**src/rtl/board_line_clearer.sv**
```systemverilog
// Compacts the board RAM after a piece locks: drops full rows, shifts the rows above down and zero-fills the top.
// One row access per cycle. A read and the evaluation of that row alternate, so the pass takes 2*HEIGHT + cleared cycles.
module board_line_clearer #(
   parameter int WIDTH  = 10,
   parameter int HEIGHT = 20,
   parameter int AW     = 5
) (
   input  logic             clk,
   input  logic             reset_n,
   input  logic             start,
   output logic             busy,
   output logic             done,
   output logic [AW-1:0]    lines_cleared,
   output logic             rd_en,
   output logic [AW-1:0]    rd_addr,
   input  logic [WIDTH-1:0] rd_data,
   output logic             wr_en,
   output logic [AW-1:0]    wr_addr,
   output logic [WIDTH-1:0] wr_data
);

   typedef enum logic [2:0] {IDLE, RD, EVAL, FILL, DONE} state_t;

   localparam logic [AW-1:0] LAST_ROW = AW'(HEIGHT - 1);

   state_t          state, state_nxt;
   logic [AW-1:0]   src, src_nxt;
   logic [AW-1:0]   dst, dst_nxt;
   logic [AW-1:0]   cnt, cnt_nxt;
   logic            row_full;

   assign row_full      = &rd_data;
   assign lines_cleared = cnt;

   always_ff @(posedge clk or negedge reset_n) begin
      if (!reset_n) begin
         state <= IDLE;
         src   <= '0;
         dst   <= '0;
         cnt   <= '0;
      end else begin
         state <= state_nxt;
         src   <= src_nxt;
         dst   <= dst_nxt;
         cnt   <= cnt_nxt;
      end
   end

   always_comb begin
      state_nxt = state;
      src_nxt   = src;
      dst_nxt   = dst;
      cnt_nxt   = cnt;
      busy      = 1'b0;
      done      = 1'b0;
      rd_en     = 1'b0;
      rd_addr   = '0;
      wr_en     = 1'b0;
      wr_addr   = '0;
      wr_data   = '0;

      case (state)
         IDLE: begin
            if (start) begin
               src_nxt   = LAST_ROW;
               dst_nxt   = LAST_ROW;
               cnt_nxt   = '0;
               state_nxt = RD;
            end
         end

         RD: begin
            busy      = 1'b1;
            rd_en     = 1'b1;
            rd_addr   = src;
            state_nxt = EVAL;
         end

         EVAL: begin
            busy = 1'b1;
            if (row_full) begin
               cnt_nxt = cnt + AW'(1);
            end else begin
               // dst never passes src, so this row is already read or is the one in hand
               wr_en   = 1'b1;
               wr_addr = dst;
               wr_data = rd_data;
               dst_nxt = dst - AW'(1);
            end
            if (src == '0) begin
               state_nxt = (cnt_nxt != '0) ? FILL : DONE;
            end else begin
               src_nxt   = src - AW'(1);
               state_nxt = RD;
            end
         end

         FILL: begin
            busy    = 1'b1;
            wr_en   = 1'b1;
            wr_addr = dst;
            if (dst == '0) begin
               state_nxt = DONE;
            end else begin
               dst_nxt = dst - AW'(1);
            end
         end

         DONE: begin
            done      = 1'b1;
            state_nxt = IDLE;
         end

         default: state_nxt = IDLE;
      endcase
   end

endmodule

```
**config.mk**
```make
export PLATFORM = sky130hd
export DESIGN_NAME = board_line_clearer
export DESIGN_NICKNAME = d
export VERILOG_FILES = /design/src/rtl/board_line_clearer.sv
export SDC_FILE = /design/constraint.sdc
export NUM_CORES = 1
export LEC_CHECK = 0
export CAP_MARGIN = 20
export CORE_UTILIZATION = 46
export DETAILED_ROUTE_END_ITERATION = 10
export PLACE_DENSITY_LB_ADDON = 0.25
export SYNTH_ARGS = -nofsm -noshare
export SYNTH_HDL_FRONTEND = slang
export SYNTH_SLANG_ARGS = --single-unit
```
**constraint.sdc**
```tcl
create_clock -name clk -period 2.1 [get_ports clk]
set_input_delay 0.315 -clock clk [delete_from_list [all_inputs] [get_ports clk]]
set_output_delay 0.315 -clock clk [all_outputs]
set_load 0.05 [all_outputs]
```
# ---- Word-level counts from Yosys, hierarchy flattened
# Index checks and enable logic that the tools add are counted.
dict set report word_totals {
  out_inout_bits 29
  ff_bits 18
  wordCells 53
}
dict set report classes {
  muxes 25
  reduce_logical 12
  eq_ne 9
  addsub 3
}
# cell n
set ops {}
lappend ops {{$mux 5} 9}
lappend ops {{$pmux 5 s2} 3}
lappend ops {{$mux 10} 2}
lappend ops {{$pmux 5 s3} 1}
lappend ops {{$mux 3} 4}
lappend ops {{$pmux 3 s4} 1}
lappend ops {{$logic_not 5->1} 2}
lappend ops {{$ne 2x2->1 const B} 5}
lappend ops {{$reduce_and 10->1} 1}
lappend ops {{$sub 5x1->5 const B} 2}
lappend ops {{$eq 3x2->1 const B} 2}
lappend ops {{$add 5x1->5 const B} 1}
lappend ops {{$reduce_bool 5->1} 1}
lappend ops {{$mux 1} 4}
lappend ops {{$reduce_and 2->1} 2}
lappend ops {{$reduce_and 4->1} 1}
lappend ops {{$eq 3x1->1 const B} 1}
lappend ops {{$eq 3x3->1 const B} 1}
lappend ops {{$logic_not 3->1} 1}
lappend ops {{$reduce_and 3->1} 1}
lappend ops {{$reduce_bool 3->1} 1}
lappend ops {{$reduce_or 3->1} 1}
lappend ops {{$pmux 1 s2} 1}
lappend ops {{$reduce_bool 2->1} 1}

# ---- Logic depth before layout (Yosys ltp)
# Gate-level depths: netlist of run 1.
dict set report logic_depth {
  ltp_word 7
  depth_mapped 7
  ltp_nobuf 7
}

# ---- Worst setup path before layout of run 1
# OpenSTA, ideal clock, no wires.
dict set report synth_path {
  path_type {register -> output}
  start {register state[2]}
  end {output rd_addr[0]}
  slack_ns -0.662
  t_required_ns 1.785
  arrival_time_ns 2.447
  path_stages_with_launch 4
  cell_sequence {dfrtp_1 -> clkbuf_1 -> nor3b_1 -> and2_1}
}
dict set report synth_between {
  elab_chain_cells 2
}
# item line
set synth_lines {}
lappend synth_lines {{from (decl)} 26} ;# state_t state, state_nxt;
lappend synth_lines {{from (signal assigned)} 42} ;# state <= state_nxt;
lappend synth_lines {{$eq 3x1->1} 62} ;# case (state)
lappend synth_lines {{$mux 5} 62}
lappend synth_lines {{to (decl)} 15} ;# output logic [AW-1:0] rd_addr,
# No other way between the ends.

# ---- Worst setup path after layout of run 1
dict set report layout_path {
  start {input rd_data[8]}
  end {output wr_addr[2]}
}
dict set report layout_between {
  elab_chain_cells 3
}
# item line
set layout_lines {}
lappend layout_lines {{from (decl)} 16} ;# input logic [WIDTH-1:0] rd_data,
lappend layout_lines {{$reduce_and 10->1} 32} ;# assign row_full = &rd_data;
lappend layout_lines {{$mux 5} 81} ;# if (row_full) begin
lappend layout_lines {{$pmux 5 s2} 62}
lappend layout_lines {{to (decl)} 18} ;# output logic [AW-1:0] wr_addr,
# No other way between the ends.

==> results.ini, run 1 <==
[setup_path]
cp_max_fo=6
r2r-start=dst[0]
cp-startpoint=rd_data[8]
ff2ff_path_depth=7
cp-end-kind=primary output
crit_arrival_ns=1.70
ff2ff_setup_slack_ns=0.10
start_kind=input pin
crit_type=input pin to primary output
r2r_end=dst[4]
critPathRequiredTime_ns=1.78
worstSetupEndpoint=wr_addr[2]

[sta]
fin_crit_ns=2.02
max_freq_mhz=496
worst_pin_slew_ns=0.502
final_hold_viol_count=0
setup_viol=0
clock_skew_ns=0.0113
setup_slack_ns=0.0827
report.final.slew_viol_count=0
whs_ns=0.326
grt_setup_unrepaired=no
relSlewSlack_pct=66.4
fin_crit_sh_pct=96.1

[route]
vias=1337
wirelength_mm=3.60
drt-initial-drc-count=23
firstDrtPassIters=4
wl_per_cell_um=14.9
drtAntennaViolNets=0
drc=0
vias_per_cell=5.55

[floorplanning]
start_util_pct=50.2
ioPinCount=42
die_y_um=55.0
fp.dieW_um=55.0
coreArea_um2=2570
die_area_um2=3020
fp-row-count=18

[yosys]
yosysSeqAreaShare_pct=34.9
synth_compound_area_share_pct=16.2
syn-num-nets=168
synth-xor-area-share_pct=2.72
synth_edf_count=0
netlist_instances=151
synth-async-reset-ratio_pct=100
yosys.area_share.simple_pct=35.8
yosysWarnings=0
synthTopCellsByArea=dfrtp_1 (35%), and2_1 (7.8%), nor2_1 (4.9%)
synth.mux.area_fraction_pct=0.776
synth-seq-cells=18
synth_top_area_share_pct=34.9
synth_top_family_by_area=simple AND/OR/NAND/NOR gates
yosys.area.top_type=dfrtp_1
netlist_area_um2=1290
synthAdderAreaFrac_pct=3.88
synth_top_flop_cell=dfrtp_1
yosysUniqueCellTypes=42
synth_area_per_cell_um2=8.54

[power]
power_density_nw_per_um2=1360
power_frac_seq_pct=21.6
comb_power_share_pct=69.9
p_int_mw=1.25
switching_share_pct=52.6
p_sw_mw=1.38
leakage_nw=0.875
p_clk_share_pct=8.5
vdd_drop_max_mv=1.09

[cts]
clockRootBuffer=clkbuf_4
cts.sinks=18
clk_pin_slew_ns=0.12
cts_buffers=3
h-tree-depth=1
clock_latency_ns=0.30
hold_buffers=0
cts_tree=done
clk_path_buf_depth=2

[cells_and_area]
multiInputGateArea_um2=798
fin_area_um2=1940
drive_above_1_share_pct=28.4
fill_cells=195
syn_to_final_growth_pct=50.0
nNetsFinal=229
diodes=0
regArea_um2=450

[grt]
grt.busiest_layer=met2
grt_pass1_vias=1288
grt_pass1_wl_mm=5.58
grt.overflow.total=0
grtUsageMet3_pct=4.37
antenna_found_initial=0
track_usage_pct=25.7
use_met1_pct=31.1
grt_max_degree=19
met2_usage_pct=45.0

[placed_design]
dp_worst_setup_slack_ns=-0.214
hpwl_mm=2.71
port_buffers=41
gp_congestion=0.834
place_area_um2=1860

[status]
status=completed

[worst_hold_path]
hp-class=input pin to async pin

[job]
drv_cap=0

==> cell usage in the layout (no fill, tap or decap), drive strengths merged <==
cell type,synthesis,layout
and2,17,17
clkbuf,3,4
nor3,3,3
o32ai,1,1
mux2i,1,1
nand3,11,11
a21o,2,2
a31oi,2,2
and2b,1,1
clkdlybuf4s50,0,9
nor4,3,3
buf,2,44
o21ai,11,11
nor4b,2,2
nand3b,1,1
o221a,1,1
dfrtp,18,18
xnor2,2,2
o21a,3,3
nand2b,3,3
or2b,1,1
or4b,1,1
a32oi,2,2
a21oi,5,5
and3,1,1
ha,4,4
nand2,8,8
o31ai,2,2
dlygate4sd2,0,8
inv,10,10
nand4,5,5
or2,1,1
xor2,2,2
o31a,1,1
a41oi,1,1
or3,1,1
nor2,17,17
nor3b,2,2
==> routing by layer <==
| metal | vias up | part of all wire [%] |
|---|---|---|
| li1 | 657 | - |
| met1 | 636 | 43 |
| met2 | 38 | 52 |
| met3 | 6 | 4.1 |
| met4 | 0 | 1.5 |
| met5 | - | 0 |
==> repair_timing <==
| action | in CTS | in global routing |
|---|---|---|
| buffers inserted | 0 | 1 |
| setup endpoints to repair | 16 | 14 |
| cloned | 0 | 0 |
| pin swaps | 1 | 1 |
| resized for setup | 17 | 2 |
==> Yosys cell counts (2+ instances only) <==
cell      count
a21o_1        2
a21oi_1       5
a31oi_1       2
a32oi_1       2
and2_1       16
buf_6         2
clkbuf_2      2
dfrtp_1      18
ha_1          4
inv_1        10
nand2_1       8
nand2b_1      3
nand3_1      11
nand4_1       3
nand4_4       2
nor2_1       17
nor3_1        3
nor3b_1       2
nor4_1        2
nor4b_1       2
o21a_1        3
o21ai_0       8
o21ai_2       2
o31ai_1       2
xnor2_1       2
xor2_1        2
==> cell families after synthesis <==
logic type      after synthesis
buf+inv                      15
simple gates                 78
mux                           1
compound gates               31
xor+xnor                      4
fa+ha+maj                     4
flops                        18
==> flip-flops by register name, summed over array words and instances (netlist names) <==
register and flops:
lines_cleared 5, src 5, state 3, dst 5
==> power by group through the flow <==
| stage | logic, mW | registers [mW] | clock network, mW |
|---|---|---|---|
| floorplan | 1.23 | 0.547 | 0 |
| global placement | 1.68 | 0.562 | 0 |
| finish | 1.84 | 0.568 | 0.223 |
| detailed placement | 1.73 | 0.574 | 0 |
| CTS | 1.80 | 0.565 | 0.226 |
| global route | 1.98 | 0.578 | 0.236 |
==> worst max-delay path: stages <==
cell	delay (ns)
clkdlybuf4s50_1	0.48
nand2_1	0.09
nor3_2	0.11
buf_4	0.16
inv_1	0.08
o21ai_4	0.21
nor2_1	0.09
buf_6	0.16
==> cell type report <==
cell class	instances	area share, %
multi-input combinational	118	41.2
tap	30	1.94
timing repair buffer	61	29.7
inverter	10	1.94
clock buffer	4	1.87
sequential	18	23.3
==> worst min-delay path by stage <==
| stage | endpoint | slack (ns) | cells after the start |
|---|---|---|---|
| 6_report | state[1] | 0.33 | 2 |
| 5_1_grt | state[1] | 0.35 | 2 |
| 4_1_cts | state[2] | 0.34 | 2 |
| 3_5_place_dp | dst[0] | 0.54 | 1 |
| 3_3_place_gp | dst[0] | 0.53 | 1 |
| 2_1_floorplan | dst[0] | 0.02 | 0 |
==> through the flow <==
stage	instances	power, mW	TNS [ns]	util (%)
finish	241	2.63	0	75.4
CTS	240	2.59	0	74.9
detailed placement	236	2.30	-2.65	72.4
global route	241	2.80	0	75.4
floorplan	151	1.78	0	-
global placement	236	2.24	-1.24	72.4
Note: power is estimated with default switching activity, not from simulation.
==> inputs of run 2 (changes only) <==
PLACE_DENSITY = 0.9   (was unset)
PLACE_DENSITY_LB_ADDON = unset   (was 0.25)
==> results.ini, run 2 (synthesis results as in run 1) <==
[job]
drv_cap=0  ; unchanged

[sta]
max_freq_mhz=494  ; -0.25%
fin_crit_ns=2.02  ; +0.00501 ns
relSlewSlack_pct=66.1  ; -0.27 points
report.final.slew_viol_count=0  ; unchanged
whs_ns=0.323  ; -0.00333 ns
final_hold_viol_count=0  ; unchanged
clock_skew_ns=0.00974  ; -0.00152 ns
setup_viol=0  ; unchanged
fin_crit_sh_pct=96.3  ; +0.24 points
worst_pin_slew_ns=0.507  ; +0.00405 ns

[cts]
cts.sinks=18  ; unchanged
cts_buffers=3  ; unchanged
h-tree-depth=1  ; unchanged
clk_path_buf_depth=2  ; unchanged
clock_latency_ns=0.30  ; about the same
clk_pin_slew_ns=0.11  ; about the same
clockRootBuffer=clkbuf_4
cts_tree=done

[power]
power_density_nw_per_um2=1380  ; +1.3%
p_sw_mw=1.42  ; +2.5%
vdd_drop_max_mv=1.15  ; +5.0%
p_clk_share_pct=8.1  ; -0.4 points
power_frac_seq_pct=21.3  ; -0.3 points
switching_share_pct=52.4  ; -0.25 points
p_int_mw=1.29  ; +3.6%
comb_power_share_pct=70.5  ; +0.6 points
leakage_nw=0.899  ; +2.8%

[floorplanning]
start_util_pct=50.2  ; unchanged
die_y_um=55.0  ; unchanged
coreArea_um2=2570  ; unchanged
die_area_um2=3020  ; unchanged
fp.dieW_um=55.0  ; unchanged
fp-row-count=18  ; unchanged
ioPinCount=42  ; unchanged

[grt]
grt_pass1_vias=1257  ; -2.4%
antenna_found_initial=0  ; unchanged
grt_pass1_wl_mm=5.53  ; -0.88%
grt.overflow.total=0  ; unchanged
grt_max_degree=19  ; unchanged
track_usage_pct=25.5  ; -0.21 points

[setup_path]
cp.depth=8  ; unchanged
crit_arrival_ns=1.71  ; about the same
critPathTopFamily=buffers and inverters
crit_type=input pin to primary output
path_common_cell=buf_4
crit_chain=clkdlybuf4s50_1 -> nand2_2 -> nor3_2 -> buf_4 -> nor2_4 -> buf_4 -> and2_2 -> buf_4
critPathMaxStageDelay_ns=0.49  ; about the same
cp_max_fo=6  ; unchanged
ff2ff_path_depth=7  ; unchanged
cp-end-kind=primary output
critPathBufInv=4  ; unchanged
cp_slowest_cell=clkdlybuf4s50_1
critPathRequiredTime_ns=1.78  ; about the same
start_kind=input pin

[placed_design]
hpwl_mm=2.71  ; +0.11%
port_buffers=41  ; unchanged
gp_congestion=0.819  ; -1.8%

[cells_and_area]
final_cell_mix=buf_4 (35), dfrtp_1 (18), nor2_1 (16), and2_1 (16), nand3_1 (11)
utilization_pct=76.7  ; +1.3 points
nNetsFinal=232  ; +1.3%
diodes=0  ; unchanged
syn_to_final_growth_pct=52.6
drive_above_1_share_pct=30.4  ; +1.9 points
final_common_cell=buf_4

[route]
vias=1404  ; +5.0%
drc=0  ; unchanged
vias_per_cell=5.75  ; +3.7%
firstDrtPassIters=5  ; +1
wl_per_cell_um=15.1  ; +1.1%
wirelength_mm=3.68  ; +2.3%
drtAntennaViolNets=0  ; unchanged
drt-initial-drc-count=53  ; +130%

[status]
status=completed

[worst_hold_path]
hp-class=input pin to async pin

==> run 2: cell count changes in the layout (fill, tap and decap cells not counted), sizes merged <==
cell           before  now
dlymetal6s2s        0    1
clkbuf              4    5
buf                44   46
clkdlybuf4s50       9    8
==> run 2: metrics by stage <==
step | std cells | power, mW | TNS (ns) | area (um2) | setup slack, ns
6_report | 244 | 2.71 | 0 | 1970 | 0.0777
5_1_grt | 244 | 2.87 | -0.00553 | 1970 | -0.00370
4_1_cts | 240 | 2.56 | 0 | 1910 | 0.0512
3_5_place_dp | 236 | 2.31 | -1.93 | 1860 | -0.148
3_3_place_gp | 236 | 2.24 | -0.757 | 1860 | -0.0886
2_1_floorplan | 151 | 1.78 | 0 | 1300 | 0.0269
==> run 2: what timing repair did <==
action | 4_1_cts | 5_1_grt
pin swaps | 1 | 2
setup endpoints to repair | 16 | 15
setup buffers | 0 | 4
hold buffers | 0 | 0
cloned | 0 | 0
gates resized for setup | 13 | 9
==> run 2: path summary, 6_finish.rpt <==
kind | slack [ns] | endpoint | start
worst max-delay path | 0.08 | wr_data[7] | rd_data[9]
worst min-delay path | 0.32 | src[3] | reset_n
worst max register to register | 0.14 | dst[3] | dst[0]
worst min register to register | 0.58 | lines_cleared[4] | lines_cleared[4]
max in group asynchronous | 1.57 | lines_cleared[4] | reset_n
min in group clk | 0.58 | lines_cleared[4] | lines_cleared[4]
==> run 2: metal layers <==
| metal | wire length, um | part of all wire [%] | global-route usage, % | vias up |
|---|---|---|---|---|
| li1 | - | - | - | 659 |
| met1 | 1530 | 41 | 32.5 | 679 |
| met2 | 1910 | 52 | 42.8 | 55 |
| met3 | 190 | 5.2 | 5.74 | 11 |
| met4 | 59 | 1.6 | 7.50 | 0 |
| met5 | 0 | 0 | 0 | - |
==> run 2: layout make-up <==
cell class	instances	area, um2
Inverter	10	37.5
Clock buffer	4	36.3
Multi-Input combinational cell	118	808
Fill cell	163	599
Sequential cell	18	450
Timing Repair Buffer	64	598
Tap cell	30	37.5
==> run 2: worst register-to-register path, cell delays in order (launching register included) <==
cell and delay (ns):
dfrtp_1 0.43, inv_1 0.12, ha_1 0.16, or4b_1 0.50, nand3_1 0.18, o21ai_2 0.15
a21o_1 0.20, a21oi_1 0.14
==> run 2: power by group through the flow <==
stage	Clock [mW]	Combinational, mW	Sequential [mW]
2_1_floorplan	0	1.23	0.547
3_3_place_gp	0	1.67	0.571
3_5_place_dp	0	1.73	0.579
4_1_cts	0.222	1.76	0.575
5_1_grt	0.241	2.04	0.593
6_report	0.220	1.91	0.578
